--- src/rtl/rom_stream_loader.sv ---
// CPU-fed ROM stream loader: buffers 32-bit words written by the softcore and
// serialises them to the core loader in OUT_W-bit beats with pacing and backpressure.
module rom_stream_loader #(
   parameter int OUT_W = 8,
   parameter int DEPTH = 4,
   parameter int DELAY = 12
) (
   input  logic               clk,
   input  logic               reset,
   input  logic               reg_data_we,
   input  logic [31:0]        reg_data_di,
   input  logic [3:0]         reg_data_wstrb,
   output logic               reg_data_wait,
   input  logic               reg_ctrl_we,
   input  logic [2:0]         reg_ctrl_di,
   output logic               reg_ctrl_wait,
   output logic [2:0]         rom_loading,
   output logic [OUT_W-1:0]   rom_do,
   output logic [OUT_W/8-1:0] rom_be,
   output logic               rom_do_valid,
   input  logic               rom_ready,
   output logic               busy,
   output logic [31:0]        byte_count
);
   // state  | meaning
   // S_IDLE | serializer empty, pops the FIFO as soon as it holds a word
   // S_EMIT | shift register holds bytes; beats fire on rom_ready && delay_cnt==0

   localparam int BPB = OUT_W / 8;
   localparam int AW  = $clog2(DEPTH);
   localparam int CW  = (DELAY > 1) ? $clog2(DELAY) : 1;
   localparam logic [CW-1:0] DELAY_RELOAD = CW'(DELAY - 1);
   localparam logic [2:0]    BPB_BYTES    = 3'(BPB);
   localparam logic [AW:0]   FIFO_FULL    = (AW + 1)'(DEPTH);

   typedef enum logic [0:0] {
      S_IDLE = 1'b0,
      S_EMIT = 1'b1
   } state_t;

   state_t          state;
   logic [31:0]     fifo_data [DEPTH];
   logic [2:0]      fifo_nb   [DEPTH];
   logic [AW-1:0]   wr_ptr;
   logic [AW-1:0]   rd_ptr;
   logic [AW:0]     fifo_count;
   logic            fifo_empty;
   logic            fifo_full;
   logic            push;
   logic            pop;
   logic            beat;
   logic            last_beat;
   logic            ctrl_accept;
   logic [2:0]      wr_nbytes;
   logic [31:0]     shift_reg;
   logic [2:0]      rem_bytes;
   logic [CW-1:0]   delay_cnt;
   logic [OUT_W-1:0] beat_do;
   logic [BPB-1:0]  beat_be;
   logic [2:0]      beat_bytes;

   assign fifo_empty    = (fifo_count == '0);
   assign fifo_full     = (fifo_count == FIFO_FULL);
   // wait derives from registered occupancy only, so a full FIFO never accepts
   // a write in the same cycle that frees a slot
   assign reg_data_wait = fifo_full && (rom_loading != 3'd0);
   assign push          = reg_data_we && (|reg_data_wstrb) && !reg_data_wait
                          && (rom_loading != 3'd0);
   assign beat          = (state == S_EMIT) && rom_ready && (delay_cnt == '0);
   assign last_beat     = beat && (rem_bytes <= BPB_BYTES);
   assign pop           = !fifo_empty && ((state == S_IDLE) || last_beat);
   assign busy          = !fifo_empty || (state == S_EMIT) || rom_do_valid;
   assign reg_ctrl_wait = busy;
   assign ctrl_accept   = reg_ctrl_we && !busy;

   // byte count is set by the highest strobe; clear lanes below it still count
   always_comb begin
      wr_nbytes = 3'd1;
      if (reg_data_wstrb[3])      wr_nbytes = 3'd4;
      else if (reg_data_wstrb[2]) wr_nbytes = 3'd3;
      else if (reg_data_wstrb[1]) wr_nbytes = 3'd2;
   end

   always_comb begin
      beat_do    = '0;
      beat_be    = '0;
      beat_bytes = 3'd0;
      for (int i = 0; i < BPB; i++) begin
         if (3'(i) < rem_bytes) begin
            beat_do[i*8 +: 8] = shift_reg[i*8 +: 8];
            beat_be[i]        = 1'b1;
            beat_bytes        = beat_bytes + 3'd1;
         end
      end
   end

   always_ff @(posedge clk) begin
      if (push) begin
         fifo_data[wr_ptr] <= reg_data_di;
         fifo_nb[wr_ptr]   <= wr_nbytes;
      end
   end

   always_ff @(posedge clk) begin
      if (reset) begin
         wr_ptr     <= '0;
         rd_ptr     <= '0;
         fifo_count <= '0;
      end else begin
         if (push) wr_ptr <= wr_ptr + 1'b1;
         if (pop)  rd_ptr <= rd_ptr + 1'b1;
         case ({push, pop})
            2'b10:   fifo_count <= fifo_count + 1'b1;
            2'b01:   fifo_count <= fifo_count - 1'b1;
            default: fifo_count <= fifo_count;
         endcase
      end
   end

   always_ff @(posedge clk) begin
      if (reset) begin
         state        <= S_IDLE;
         shift_reg    <= '0;
         rem_bytes    <= 3'd0;
         delay_cnt    <= '0;
         rom_do       <= '0;
         rom_be       <= '0;
         rom_do_valid <= 1'b0;
         rom_loading  <= 3'd0;
         byte_count   <= '0;
      end else begin
         rom_do_valid <= beat;
         if (delay_cnt != '0) delay_cnt <= delay_cnt - 1'b1;
         if (beat) begin
            rom_do     <= beat_do;
            rom_be     <= beat_be;
            delay_cnt  <= DELAY_RELOAD;
            shift_reg  <= shift_reg >> OUT_W;
            rem_bytes  <= (rem_bytes > BPB_BYTES) ? rem_bytes - BPB_BYTES : 3'd0;
            byte_count <= byte_count + {29'd0, beat_bytes};
         end
         // a pop on the last beat overrides the shift so words run back to back
         if (pop) begin
            shift_reg <= fifo_data[rd_ptr];
            rem_bytes <= fifo_nb[rd_ptr];
            state     <= S_EMIT;
         end else if (last_beat) begin
            state <= S_IDLE;
         end
         if (ctrl_accept) begin
            rom_loading <= reg_ctrl_di;
            byte_count  <= '0;
         end
      end
   end

endmodule

--- config.mk ---
export PLATFORM = sky130hd
export DESIGN_NAME = rom_stream_loader
export DESIGN_NICKNAME = d
export VERILOG_FILES = /design/src/rtl/rom_stream_loader.sv
export SDC_FILE = /design/constraint.sdc
export NUM_CORES = 1
export LEC_CHECK = 0
export ABC_AREA = 0
export ABC_CLOCK_PERIOD_IN_PS = 6800
export BUFFER_PORTS_ARGS = -buffer_cell sky130_fd_sc_hd__buf_4
export CAP_MARGIN = 30
export CORE_MARGIN = 5
export CORE_UTILIZATION = 50
export DETAILED_ROUTE_END_ITERATION = 10
export GPL_TIMING_DRIVEN = 0
export PLACE_DENSITY = 0.71
export SETUP_SLACK_MARGIN = 0.1
export SLEW_MARGIN = 20
export SYNTH_ARGS = -nofsm -noshare
export SYNTH_HDL_FRONTEND = slang
export SYNTH_SLANG_ARGS = --single-unit
--- constraint.sdc ---
create_clock -name clk -period 6.8 [get_ports clk]
set_clock_uncertainty 0.2 [all_clocks]
set_input_delay 1.36 -clock clk [delete_from_list [all_inputs] [get_ports clk]]
set_output_delay 1.36 -clock clk [all_outputs]
set_load 0.05 [all_outputs]
After elaboration in Yosys (flattened, before gate mapping) --
Memories as Yosys holds them, arrays and structs flattened. A register that Yosys moved wholly into a read port is not among the register bits. Cells that the tools add are included.
Storage, ports and cells: logic and storage cells 77, memory bits (writable) 140, flip-flop bits (word level) 92, memories kept 2, output and inout bits 48, input bits 44
Memory list:
- fifo_data | words 4, width 32, read ports 1, clocked after memory_dff 1, write ports 1, RTL line 42 | logic [31:0] fifo_data [DEPTH];
- fifo_nb | words 4, width 3, read ports 1, clocked after memory_dff 1, write ports 1, RTL line 43 | logic [2:0] fifo_nb [DEPTH];
Operators by class: reduce and logical (&&, ||, !) cells 26, mux-type cells 22, add/sub/neg operators 7, order comparisons 3, bitwise gates (word level) 1, equal/unequal tests 3
Operators with widths (count):
- 32-bit 2-to-1 mux | 2
- 32-bit by 3-bit adder with 32-bit output | 1
- 3-bit 2-to-1 mux | 5
- 2-bit 2-to-1 mux | 5
- 1-bit logical AND | 9
- 4-bit 2-to-1 mux | 2
- 8-bit 2-to-1 mux | 1
- 2-bit nonzero test | 4
- 1-bit 2-to-1 mux | 6
- 3-bit one-hot mux with 2 select lines | 1
- 3-bit by 1-bit subtractor with 3-bit output (second input constant) | 2
- 2-bit by 1-bit adder with 2-bit output (second input constant) | 2
- 4-bit logical NOT | 1
- 4-bit nonzero test | 1
- 2-bit OR reduction | 2
- 4-bit OR reduction | 1
- 4-bit by 1-bit subtractor with 4-bit output (second input constant) | 1
- 3-bit by 1-bit adder with 3-bit output (second input constant) | 1
- 3-bit == test (second input constant) | 1
- 3-bit by 1-bit greater-than comparator with 1-bit output (second input constant) | 1
- 3-bit by 1-bit less-or-equal comparator with 1-bit output (second input constant) | 1
- 1-bit logical NOT | 3
- 3-bit logical NOT | 1
- 1-bit logical OR | 3
- 5 further kinds | 5

Logic depth before layout (Yosys ltp) --
depth after elaboration 7, mapped depth 14, mapped depth without buffers 12

Worst setup path after synthesis --
OpenSTA, ideal clock, no wires.
kind register to output, from register rom_loading[2], to output port reg_data_wait, required time 5240 ps, slack 2823 ps, cell stages (with the launch flop) 3, data arrival time 2417 ps, path buffers 0, cells stage by stage dfxtp_1 -> nor3_1 -> nor4b_1
On the way: longest elaborated chain between the ends 2
Ends and longest elaborated chain:
- from (decl) | RTL line 17 | output logic [2:0] rom_loading,
- from (signal assigned) | RTL line 151 | rom_loading <= reg_ctrl_di;
- 3-bit nonzero test | RTL line 66 | assign reg_data_wait = fifo_full && (rom_loading != 3'd0);
- 1-bit logical AND | RTL line 66
- to (decl) | RTL line 13 | output logic reg_data_wait,
Every way passes these cells.

Final worst setup path --
from register fifo_count[2], to output port reg_ctrl_wait
On the way: longest elaborated chain between the ends 4
Ends and longest elaborated chain:
- from (decl) | RTL line 46 | logic [AW:0] fifo_count;
- from (signal assigned) | RTL line 113 | 2'b10: fifo_count <= fifo_count + 1'b1;
- from (signal assigned) | RTL line 114 | 2'b01: fifo_count <= fifo_count - 1'b1;
- from (signal assigned) | RTL line 115 | default: fifo_count <= fifo_count;
- 3-bit logical NOT | RTL line 62 | assign fifo_empty = (fifo_count == '0);
- 1-bit logical NOT | RTL line 72 | assign busy = !fifo_empty || (state == S_EMIT) || rom_do_valid;
- 1-bit logical OR (2 in series) | RTL line 72
- to (decl) | RTL line 16 | output logic reg_ctrl_wait,
Every way passes these cells.

==> impl_metrics.csv <==
group,metric,value,unit
outcome,status,"finished clean",
cells_and_area,nets,865,
synthesis,ys.flop_type,"edfxtp_1",
clocking,cts_root_buf,"clkbuf_16",
detailed_routing,wl_met2,9.89,mm
clocking,htree_levels,1,
min_path,hp-start,"rom_do[6]",
detailed_routing,wl_per_cell,19.2,µm
detailed_routing,drt_iter0_drc,402,
sta,clock.fmax,0.264,GHz
sta,hold_ws,0.252,ns
detailed_routing,antenna_left,0,
cells_and_area,largest_reg_flops,128,
sta,timing.final.hold_violations,0,
global_routing,grt_max_degree,23,
cells_and_area,final_util,60.9,%
worst_setup_path,reg2reg_from,"delay_cnt[0]",
cells_and_area,n_antenna_cell,0,
min_path,min_path_type,"reg2reg",
sta,min_period,3.79,ns
synthesis,ys_seq_area_share,63.9,%
clocking,path_clk_slew,0.06,ns
detailed_routing,vias,6249,
synthesis,synth_nets,744,
placed_design,dp_hpwl,14.6,mm
die,rows,50,
synthesis,async_flop_share,0,%
cells_and_area,final_cell_mix,"edfxtp_1 (140), buf_4 (96), dfxtp_1 (94)",
synthesis,ys_types,59,
die,die_h,148,µm
power,ir_worst_vdd,0.000214,V
worst_setup_path,critPathKind,"reg2out",
cells_and_area,drive_gt1_share,24.4,%
sta,setup-violations-final,0,
synthesis,avgSynthCellArea,13.8,µm²
cells_and_area,layout.cells.most_common,"edfxtp_1",
worst_setup_path,cp_max_fo,6,
synthesis,syn-cell-area,0.00953,mm²
die,io_pins,92,
die,dieArea,0.0219,mm²
worst_setup_path,cp-startpoint,"fifo_count[2]",
placed_design,routabilityCongestion,0.889,
die,die_w,148,µm
synthesis,synth_edf_count,140,
sta,fin_tns_setup,0,ns
global_routing,antenna_found_initial,0,
worst_setup_path,arrival,2.23,ns
detailed_routing,firstDrtPassIters,7,
sta,post-route-period-util,55.7,%
power,leakage,0.00391,µW
sta,slew_viol_final,0,
sta,max_slew_margin,39.4,%
detailed_routing,viasPerCell,5.89,
synthesis,yosys_warnings,0,
clocking,cts_max_path_buffers,3,
job,cap_violations,0,
global_routing,grt_pass1_wl,33.1,mm
global_routing,grt_pass1_vias,6379,
clocking,numCtsBuffers,25,
detailed_routing,wl_met3,1.33,mm
detailed_routing,drc,0,
placed_design,portBuffers,90,
clocking,cts_resized,0,
global_routing,grt_usage,18.7,%
clocking,cts_tree,"done",
clocking,clock_sinks,234,
global_routing,grt-ovfl-total,0,
clocking,cts_setup_buffers,0,
cells_and_area,fill_cells,1405,
synthesis,ys_seq_elements,234,
clocking,clk_latency,0.52,ns
worst_setup_path,cp-end-kind,"primary output",
worst_setup_path,crit_path_start_kind,"register",
power,power-per-cell-area,351,mW/mm²
sta,rsz0062_at_grt,"false",
cells_and_area,area_growth,19.6,%
die,core-area,0.0187,mm²
clocking,cts_hold_buf,0,
synthesis,syn_inst,688,
detailed_routing,wl_met1,8.63,mm
power,post-layout-total-power,4000,µW
sta,worst_slew_pin_slew,0.903,ns
detailed_routing,routed_wl,20.3,mm
worst_setup_path,crit_required,5.24,ns
detailed_routing,highest-signal-layer,"met4",
die,start_util,50.9,%
layout make-up:
class / count / area [µm²] / area share [%]
inverters: 20 / 75.1 / 0.659
multi-input cells: 393 / 3170 / 27.8
clock buffers: 40 / 772 / 6.77
plain buffers: 41 / 198 / 1.73
well taps: 234 / 293 / 2.57
flip-flops and latches: 234 / 6090 / 53.4
repair buffers: 94 / 771 / 6.76
clock inverters: 5 / 28.8 / 0.253
synth_stat cells, drive strengths merged (5+ instances only):
cell    number  area share (%)
edfxtp     140              44
dfxtp       94              20
nor2        58             2.3
a21oi       40             2.1
mux4        35             8.3
nand2       32             1.3
mux2i       29             3.0
nand3       26             1.4
a221oi      25             2.4
clkbuf      21            0.83
buf         20             1.2
inv         20            0.79
nand4       15            0.99
or3         14            0.93
ha          11             1.4
o21ai       11            0.58
a32oi        9            0.83
and4         9            0.83
and2         8            0.53
nor3         8            0.42
xor2         7            0.64
xnor2        6            0.55
and3         5            0.34
o31ai        5            0.39
per-stage QoR:
stage          setup WS, ns  cells  area [µm²]
6_report               3.01   1061       11400
2_1_floorplan          2.82    688        9530
3_3_place_gp           2.41   1012       10500
5_1_grt                2.95   1061       11400
4_1_cts                3.01   1061       11400
3_5_place_dp           2.83   1016       10600
path summary, 6_finish.rpt:
kind                        end  slack [ns]  cells after the start
hold reg to reg       rom_do[6]        0.25                      2
setup / recovery  reg_ctrl_wait        3.01                      5
hold / removal        rom_do[6]        0.25                      2
setup reg to reg  fifo_count[2]        3.28                     14
cells by family after synthesis:
kind of cell / share of synthesized area [%]
simple gates: 11.0
flops: 63.9
xor+xnor: 1.20
buf+inv: 2.86
fa+ha+maj: 1.66
compound gates: 7.82
mux: 11.6
metal layers:
| metal | track usage, % | up-vias |
|---|---|---|
| li1 | - | 2911 |
| met1 | 25.4 | 3077 |
| met2 | 31.2 | 221 |
| met3 | 3.56 | 40 |
| met4 | 5.13 | 0 |
| met5 | 0 | - |
critical path: stages, from the launching register on:
cell and delay, ns:
dfxtp_1 0.34, or3_1 0.38, clkbuf_1 0.21, or3_2 0.46, buf_4 0.14, buf_4 0.18
report_power, final:
group / switching, µW / internal [µW]
sequential: 96.6 / 1660
combinational: 551 / 396
clock: 516 / 776
Note: power is estimated with default switching activity, not from simulation.
